[config.mk]
export PLATFORM = sky130hd
export DESIGN_NAME = ahb_sram_slave
export DESIGN_NICKNAME = d
export VERILOG_FILES = /design/src/rtl/ahb_pkg.sv /design/src/rtl/sram_1rw.sv /design/src/rtl/ahb_sram_slave.sv
export SDC_FILE = /design/constraint.sdc
export NUM_CORES = 2
export LEC_CHECK = 0
export ABC_AREA = 1
export BUFFER_PORTS_ARGS = -buffer_cell sky130_fd_sc_hd__buf_2
export CAP_MARGIN = 20
export CORE_AREA = 3 3 375 414
export CTS_BUF_LIST = sky130_fd_sc_hd__clkbuf_8
export DETAILED_ROUTE_END_ITERATION = 10
export DIE_AREA = 0 0 378 417
export PLACE_DENSITY_LB_ADDON = 0.2
export SLEW_MARGIN = 20
export SYNTH_ARGS = -nofsm -noshare
export SYNTH_HDL_FRONTEND = slang
export SYNTH_SLANG_ARGS = --single-unit
[constraint.sdc]
create_clock -name i_clk -period 4.2 [get_ports i_clk]
set_input_delay 0.84 -clock i_clk [delete_from_list [all_inputs] [get_ports i_clk]]
set_output_delay 0.84 -clock i_clk [all_outputs]
set_load 0.03 [all_outputs]
[src/rtl/ahb_pkg.sv]
// AHB-Lite encodings shared by the AHB master and slaves of this IP.
package ahb_pkg;

    localparam logic [1:0] HTRANS_IDLE   = 2'b00;
    localparam logic [1:0] HTRANS_BUSY   = 2'b01;
    localparam logic [1:0] HTRANS_NONSEQ = 2'b10;
    localparam logic [1:0] HTRANS_SEQ    = 2'b11;

    localparam logic [2:0] HSIZE_WORD    = 3'b010;

    localparam logic       HRESP_OKAY    = 1'b0;
    localparam logic       HRESP_ERROR   = 1'b1;

    // NONSEQ and SEQ are the only transfer types that open a data phase.
    function automatic logic htrans_active(input logic [1:0] htrans);
        return (htrans == HTRANS_NONSEQ) || (htrans == HTRANS_SEQ);
    endfunction

endpackage

[src/rtl/sram_1rw.sv]
// Single-port word memory: synchronous write, combinational read, no reset.
module sram_1rw #(
    parameter int DEPTH  = 64,
    parameter int WIDTH  = 32,
    parameter int ADDR_W = $clog2(DEPTH)
) (
    input  logic              clk,
    input  logic              we,
    input  logic [ADDR_W-1:0] addr,
    input  logic [WIDTH-1:0]  wdata,
    output logic [WIDTH-1:0]  rdata
);

    logic [WIDTH-1:0] words [DEPTH];

    genvar gi;
    generate
        for (gi = 0; gi < DEPTH; gi++) begin : g_word
            logic [WIDTH-1:0] word_reg;

            always_ff @(posedge clk) begin
                if (we && (addr == ADDR_W'(gi))) begin
                    word_reg <= wdata;
                end
            end

            assign words[gi] = word_reg;
        end
    endgenerate

    assign rdata = words[addr];

endmodule

[src/rtl/ahb_sram_slave.sv]
// AHB-Lite slave fronting a word-addressed register file, with programmable
// wait states, two-cycle ERROR responses for illegal beats and write-to-read forwarding.
module ahb_sram_slave
    import ahb_pkg::*;
#(
    parameter int                    ADDR_WIDTH  = 32,
    parameter int                    DATA_WIDTH  = 32,
    parameter int                    MEM_DEPTH   = 64,
    parameter logic [ADDR_WIDTH-1:0] BASE_ADDR   = '0,
    parameter int                    WAIT_STATES = 0
) (
    input  logic                  i_clk,
    input  logic                  i_reset_n,
    input  logic                  i_hsel,
    input  logic [ADDR_WIDTH-1:0] i_haddr,
    input  logic [1:0]            i_htrans,
    input  logic                  i_hwrite,
    input  logic [2:0]            i_hsize,
    input  logic [2:0]            i_hburst,
    input  logic [DATA_WIDTH-1:0] i_hwdata,
    input  logic                  i_hready,
    output logic                  o_hreadyout,
    output logic [DATA_WIDTH-1:0] o_hrdata,
    output logic                  o_hresp,
    output logic [7:0]            o_err_count
);

    localparam int IDX_W = $clog2(MEM_DEPTH);

    localparam logic [2:0] D_IDLE = 3'd0;
    localparam logic [2:0] D_WAIT = 3'd1;
    localparam logic [2:0] D_DATA = 3'd2;
    localparam logic [2:0] D_ERR1 = 3'd3;
    localparam logic [2:0] D_ERR2 = 3'd4;

    logic [2:0]            state_reg, state_next;
    logic [2:0]            wait_cnt_reg, wait_cnt_next;
    logic [IDX_W-1:0]      idx_reg;
    logic                  write_reg;
    logic [DATA_WIDTH-1:0] rdata_reg;
    logic [7:0]            err_count_reg;
    logic                  fwd_valid_reg;
    logic [IDX_W-1:0]      fwd_idx_reg;
    logic [DATA_WIDTH-1:0] fwd_data_reg;

    logic [ADDR_WIDTH-1:0] offset;
    logic [IDX_W-1:0]      addr_idx;
    logic                  in_window;
    logic                  legal;
    logic                  addr_phase_open;
    logic                  take;
    logic [2:0]            dispatch_state;
    logic                  write_beat;
    logic                  read_beat;
    logic [DATA_WIDTH-1:0] mem_rdata;
    logic [DATA_WIDTH-1:0] read_word;
    logic                  unused_inputs;

    // Bursts carry their own address per beat and are never wrapped here.
    assign unused_inputs = ^i_hburst;

    // Window is aligned to its size, so anything below BASE wraps to a large offset.
    assign offset    = i_haddr - BASE_ADDR;
    assign addr_idx  = offset[IDX_W+1:2];
    assign in_window = (offset[ADDR_WIDTH-1:IDX_W+2] == '0);
    assign legal     = (i_hsize == HSIZE_WORD) && (i_haddr[1:0] == 2'b00) && in_window;

    // A new address phase is only sampled while the slave is driving hreadyout high.
    assign addr_phase_open = (state_reg == D_IDLE) || (state_reg == D_DATA) || (state_reg == D_ERR2);
    assign take            = i_hsel && i_hready && htrans_active(i_htrans) && addr_phase_open;

    always_comb begin
        dispatch_state = D_IDLE;
        if (take) begin
            if (!legal) begin
                dispatch_state = D_ERR1;
            end else if (WAIT_STATES == 0) begin
                dispatch_state = D_DATA;
            end else begin
                dispatch_state = D_WAIT;
            end
        end
    end

    always_comb begin
        state_next    = state_reg;
        wait_cnt_next = wait_cnt_reg;
        case (state_reg)
            D_IDLE, D_DATA, D_ERR2: begin
                state_next = dispatch_state;
                if (dispatch_state == D_WAIT) begin
                    wait_cnt_next = 3'(WAIT_STATES);
                end
            end
            D_WAIT: begin
                wait_cnt_next = wait_cnt_reg - 3'd1;
                if (wait_cnt_reg == 3'd1) begin
                    state_next = D_DATA;
                end
            end
            D_ERR1:  state_next = D_ERR2;
            default: state_next = D_IDLE;
        endcase
    end

    assign write_beat = (state_reg == D_DATA) && write_reg;
    assign read_beat  = (state_reg == D_DATA) && !write_reg;

    sram_1rw #(
        .DEPTH  (MEM_DEPTH),
        .WIDTH  (DATA_WIDTH),
        .ADDR_W (IDX_W)
    ) u_mem (
        .clk   (i_clk),
        .we    (write_beat),
        .addr  (idx_reg),
        .wdata (i_hwdata),
        .rdata (mem_rdata)
    );

    // Keeps read-after-write correct even if the memory is swapped for one with write latency.
    assign read_word = (fwd_valid_reg && (fwd_idx_reg == idx_reg)) ? fwd_data_reg : mem_rdata;

    always_ff @(posedge i_clk or negedge i_reset_n) begin
        if (!i_reset_n) begin
            state_reg     <= D_IDLE;
            wait_cnt_reg  <= '0;
            idx_reg       <= '0;
            write_reg     <= 1'b0;
            rdata_reg     <= '0;
            err_count_reg <= '0;
            fwd_valid_reg <= 1'b0;
            fwd_idx_reg   <= '0;
            fwd_data_reg  <= '0;
        end else begin
            state_reg    <= state_next;
            wait_cnt_reg <= wait_cnt_next;
            if (take) begin
                idx_reg   <= addr_idx;
                write_reg <= i_hwrite;
            end
            if (read_beat) begin
                rdata_reg <= read_word;
            end
            if ((state_reg == D_ERR1) && (err_count_reg != 8'hFF)) begin
                err_count_reg <= err_count_reg + 8'd1;
            end
            fwd_valid_reg <= write_beat;
            if (write_beat) begin
                fwd_idx_reg  <= idx_reg;
                fwd_data_reg <= i_hwdata;
            end
        end
    end

    assign o_hreadyout = !((state_reg == D_WAIT) || (state_reg == D_ERR1));
    assign o_hresp     = ((state_reg == D_ERR1) || (state_reg == D_ERR2)) ? HRESP_ERROR : HRESP_OKAY;
    assign o_hrdata    = read_beat ? read_word : rdata_reg;
    assign o_err_count = err_count_reg;

endmodule
# [After elaboration in Yosys (flattened, before gate mapping)]
# Cells that the tools add are included.
[word_totals] input_bits=77 ff_bits=2140
[op_classes] muxes=12 bitwise_logic=1 add_sub_neg=2 n_lt_le_gt_ge=1 n_eq_ne=76 reduce_logical=87
[op_table] operator="$bmux W32 S6" count=1
[op_table] operator="$eq A6 B6 Y1 const B" count=32
[op_table] operator="$mux W32" count=4
[op_table] operator="$eq A6 B5 Y1 const B" count=16
[op_table] operator="$logic_and A1 B1 Y1" count=73
[op_table] operator="$eq A6 B4 Y1 const B" count=8
[op_table] operator="$eq A6 B3 Y1 const B" count=4
[op_table] operator="$logic_not A24 Y1" count=1
[op_table] operator="$eq A6 B2 Y1 const B" count=2
[op_table] operator="$eq A3 B1 Y1 const B" count=3
[op_table] operator="$eq A3 B2 Y1 const B" count=3
[op_table] operator="$pmux W3 S3" count=1
[op_table] operator="$add A8 B1 Y8 const B" count=1
[op_table] operator="$ne A8 B8 Y1 const B" count=1
[op_table] operator="$ge A7 B7 Y1 const B" count=1
[op_table] operator="$not A6 Y7" count=1
[op_table] operator="$eq A6 B1 Y1 const B" count=1
[op_table] operator="$eq A6 B6 Y1" count=1
[op_table] operator="$logic_not A6 Y1" count=1
[op_table] operator="$mux W3" count=2
[op_table] operator="$pmux W3 S2" count=1
[op_table] operator="$logic_or A1 B1 Y1" count=5
[op_table] operator="$eq A2 B2 Y1 const B" count=2
[op_table] operator="$ne A2 B2 Y1 const B" count=2
[op_table] operator="10 further kinds" count=12

# [Depth between registers and ports, before layout]
[depth] word_depth=8 depth_mapped=16 mapped_depth_nobuf=13

# [Hierarchy]
# Synthesis repeated with hierarchy kept, for this count alone.
[unflattened] cells_unflattened=8765 hier_area_um2=89747.3
[by_module_without_submodules] mod="sram_1rw" n_inst=1 cells_per_inst=8226 area_each_um2=85121.6
[by_module_without_submodules] mod="ahb_sram_slave" n_inst=1 cells_per_inst=539 area_each_um2=4625.7

# [Worst setup path after synthesis]
# No wires, ideal clock.
[synth_timing] path_kind="reg2reg" start="reg state_reg[0]" end="reg u_mem.g_word[16].word_reg[0] (enable)" setup_time_ns=0.421 required_ns=3.779 arrival_time_ns=2.695 setup_slack_ns=1.084 path_stages_with_launch=7 path_buffers=1 path_cell_list="dfrtp_1 nor3_1 nand2_1 inv_2 nand2_1 clkbuf_1 nor2_1"
[synth_between] elab_chain_cells=3
[synth_lines] item="from (decl)" line="ahb_sram_slave.sv:36" text="logic [2:0] state_reg, state_next;"
[synth_lines] item="from (signal assigned)" line="ahb_sram_slave.sv:136" text="state_reg <= state_next;"
[synth_lines] item="$eq A3 B2 Y1" line="ahb_sram_slave.sv:106" text="assign write_beat = (state_reg == D_DATA) && write_reg;"
[synth_lines] item="$logic_and A1 B1 Y1" line="ahb_sram_slave.sv:106"
[synth_lines] item="$logic_and A1 B1 Y1" line="sram_1rw.sv:22" text="if (we && (addr == ADDR_W'(gi))) begin"
[synth_lines] item="to (signal assigned)" line="sram_1rw.sv:23" text="word_reg <= wdata;"
[synth_lines] item="to (decl)" line="sram_1rw.sv:19" text="logic [WIDTH-1:0] word_reg;"
# Every way passes these cells.
# A chain may end at the register's enable or synchronous reset.

# [Worst setup path in the final report]
[layout_timing] start="reg idx_reg[0]" end="out o_hrdata[2]"
[layout_between] elab_chain_cells=6 elab_cells_between_ends=8 cone_classes="eq/ne (1); mux (5); bitwise (1); reduce/logical (1)"
[layout_lines] item="from (decl)" line="ahb_sram_slave.sv:38" text="logic [IDX_W-1:0] idx_reg;"
[layout_lines] item="from (signal assigned)" line="ahb_sram_slave.sv:139" text="idx_reg <= addr_idx;"
[layout_lines] item="$not A6 Y7 (not written as such)" line="sram_1rw.sv:31" text="assign rdata = words[addr];"
[layout_lines] item="$bmux W32 S6" line="sram_1rw.sv:31"
[layout_lines] item="$mux W32 (not written as such) (2 in a row)" line="sram_1rw.sv:31"
[layout_lines] item="$mux W32 *" line="ahb_sram_slave.sv:122" text="assign read_word = (fwd_valid_reg && (fwd_idx_reg == idx_reg)) ? fwd_data_reg : mem_rdata;"
[layout_lines] item="$mux W32 *"
[layout_lines] item="to (decl)" line="ahb_sram_slave.sv:23" text="output logic [DATA_WIDTH-1:0] o_hrdata,"
# Every way passes the cells marked *; elsewhere a longest branch is shown, timed or not. The select of a mux whose other input is x is not followed.

==> flow_metrics.py <==
metrics = {
    "outcome": {
        "status": "finished, violations left",
        "violations": "setup timing",
    },
    "pwr": {
        "p_int_uw": 40300,
        "ir_drop_mv": 0.547,
        "power_uw": 65200,
        "power_switching_uw": 24900,
        "pwr-share-clk": 0.245,
        "comb_power_share": 0.384,
        "seqPwrFrac": 0.371,
        "leakage_uw": 0.0416,
        "switching_share": 0.381,
        "powerDensity_nw_per_um2": 641,
    },
    "synth": {
        "yosys.area_share.simple": 0.239,
        "synth_adder_area_share": 0.000430,
        "avgSynthCellArea_um2": 10.7,
        "synth-xor-area-share": 0.000902,
        "async_flop_share": 0.0430,
        "synth_warnings": 0,
        "yosys-mux-area-fraction": 0.000129,
        "synth_top_family_by_area": "simple AND/OR/NAND/NOR gates",
        "synth_compound_area_frac": 0.00500,
        "yosysUniqueCellTypes": 28,
        "synth-edff-count": 2048,
        "ys_seq_area_frac": 0.730,
        "ys_ff_latch": 2140,
        "synthFlopType": "edfxtp_1",
        "synth_cells": 8143,
        "synth_nets": 8223,
        "syn-cell-area_um2": 87400,
    },
    "placement": {
        "dp_hpwl_um": 136000,
        "gp_congestion": 0.865,
        "portBuffers": 114,
        "post-place-ws_ps": 274,
        "placed_cell_area_um2": 92000,
    },
    "final_layout": {
        "stdcell_area_um2": 102000,
        "largest_reg_flops": 2048,
        "nNetsFinal": 8685,
        "final_common_cell": "nand2_1",
        "nFillCells": 10800,
        "syn_to_final_growth_pct": 16.4,
        "drive_gt1_frac": 0.141,
        "final_util": 0.671,
        "final_cell_mix": "4796 x nand2_1, 2048 x edfxtp_1, 356 x clkbuf_8, 237 x buf_4, 163 x inv_1",
    },
    "drt": {
        "detail-route-antenna-nets": 0,
        "wirelength_um": 259000,
        "avgRoutedWirePerCell_um": 23.9,
        "route.detailed.drc": 0,
        "firstDrtPassIters": 8,
        "via_per_inst": 5.71,
        "drt-initial-drc-count": 7890,
        "vias": 61900,
    },
    "timing": {
        "finalCriticalPeriod_ps": 4440,
        "rsz0062_at_grt": "yes",
        "finalHoldViolations": 0,
        "max_freq_ghz": 0.225,
        "setup_ws_ps": -237,
        "worstMarginPinSlew_ps": 1180,
        "fin_skew_ps": 68.4,
        "slew_viol_final": 0,
        "setup_viol": 32,
        "setup_tns_ps": -4940,
        "fin_crit_sh": 1.06,
        "slew_headroom": 0.214,
    },
    "worst_setup_path": {
        "cp_slowest_stage_delay_ps": 520,
        "path_common_cell": "nand2_1",
        "cp_num_buf_inv": 7,
        "timing.critical_path.cells": "buf_12 -> inv_16 -> buf_16 -> buf_4 -> buf_12 -> nand2_1 -> nand2_1 -> nand2_1 -> nand2_1 -> nand2_1 -> nand2_2 -> nor2_1 -> nor2_1 -> nor2_1 -> buf_4 -> nand3_2 -> nand2_2 -> nand2_2 -> buf_6",
        "cp_slowest_cell": "dfrtp_4",
        "worstSetupPathType": "reg2out",
        "cp-start-kind": "flop",
        "worstSetupEndpointType": "output port",
        "cp.required_ps": 3360,
        "cp_data_arrival_time_ps": 3600,
        "path_delay_family": "simple AND/OR/NAND/NOR gates",
        "path_max_fanout": 7,
    },
    "global_routing": {
        "gr-total-overflow": 0,
        "grt_pass1_wl_um": 376000,
        "grt_usage": 0.327,
        "antenna_found_initial": 6,
        "grt_max_degree": 109,
        "grt_pass1_vias": 59000,
    },
    "cts": {
        "clockBufferDepth": 4,
        "ctsRootBufferMaster": "clkbuf_8",
        "cts_tree": "done",
        "h-tree-depth": 5,
        "clk_pin_slew_ps": 60,
        "clk_latency_ps": 1030,
        "cts_made_buffers": 340,
        "clock-sinks": 2140,
    },
    "floorplanning": {
        "core_area_um2": 152000,
        "die_x_um": 378,
        "io-pin-count": 119,
        "row_count": 150,
        "initial_core_util": 0.576,
        "dieArea_um2": 158000,
        "chipHeight_um": 417,
    },
    "job": {
        "drv_cap": 0,
    },
    "worst_hold_path": {
        "hp-class": "in2reg",
    },
}
## final timing paths
kind                             startpoint                           end  slack, ps  cells past startpoint
setup / recovery                 idx_reg[0]                   o_hrdata[2]       -240                     19
hold / removal                   i_haddr[5]                    idx_reg[3]        130                      3
setup reg to reg                 idx_reg[0]  u_mem.g_word[30].word_reg[4]        510                     12
hold reg to reg            fwd_data_reg[13]              fwd_data_reg[13]        480                      2
max in group asynchronous         i_reset_n              fwd_data_reg[18]       2810                      3
min in group asynchronous         i_reset_n                o_err_count[3]        450                      2
## power by group through the flow
stage | Sequential (uW) | Combinational (uW) | Clock (uW)
2_1_floorplan | 24500 | 12200 | 0
3_3_place_gp | 24600 | 19700 | 0
3_5_place_dp | 24600 | 19900 | 0
4_1_cts | 24100 | 24100 | 16100
5_1_grt | 24200 | 26800 | 17000
6_report | 24200 | 25000 | 16000
## metal layers
metal	vias to the layer above	GRT usage	routed length (um)
li1	27700	-	-
met1	29700	0.446	96900
met2	3737	0.506	119000
met3	671	0.0638	29400
met4	0	0.167	13500
met5	-	0	0
## cells in the mapped netlist (3+ instances only)
cell,n,area share
o21ai_1,14,0.00080
nor4_1,5,0.00036
inv_1,58,0.0025
buf_2,266,0.015
o21ai_0,67,0.0038
or2_2,4,0.00029
ha_1,3,0.00043
nor2_2,6,0.00043
edfxtp_1,2048,0.70
buf_1,26,0.0011
dfrtp_1,92,0.026
nand4_1,130,0.0093
clkbuf_1,94,0.0040
inv_2,3,0.00013
nor2_1,332,0.014
nand3_1,68,0.0039
a21oi_1,3,0.00017
nor3_1,7,0.00040
buf_4,13,0.0011
xor2_1,7,0.00070
nand2_1,4887,0.21
## cells by family (layout without fill, tap and decap cells)
kind of cell    Yosys count  in the layout
compound gates           86             86
xor+xnor                  9              9
fa+ha+maj                 3              3
buf+inv                 464           1165
flops                  2140           2140
mux                       1              1
other cells               0              5
simple gates           5440           5440
## worst reg2reg max path, cell delays in order (launching register included)
cell and delay (ps):
dfrtp_4 520, buf_12 180, buf_8 150, nor2_4 110
buf_8 160, buf_12 190, buf_12 160, buf_12 110
buf_16 120, buf_4 150, nand2_1 320, nor2_4 840
buf_4 360
## through the flow
stage               instances  hold slack, ps
global placement        10100             454
finish                  10800             129
detailed placement      10100             459
floorplan                8143             444
global route            10800             120
CTS                     10800            56.5
## cell type report
class	count	area [um^2]	share of cell area
timing repair buffer	515	6030	0.0593
inverter	63	303	0.00298
clock buffer	356	4900	0.0482
timing repair inverter	6	70.1	0.000689
clock inverter	225	1030	0.0101
tap	1976	2470	0.0243
antenna	5	12.5	0.000123
sequential	2140	63800	0.627
multi-input combinational	5539	23100	0.227
## what timing repair did
item,CTS,global route
hold buffers,2,0
hold endpoints to repair,55,0
pin swaps,83,58
resized for setup,453,92
gates cloned,40,4
setup endpoints to repair,32,32
setup buffers,60,7
Note: power is estimated with default switching activity, not from simulation.
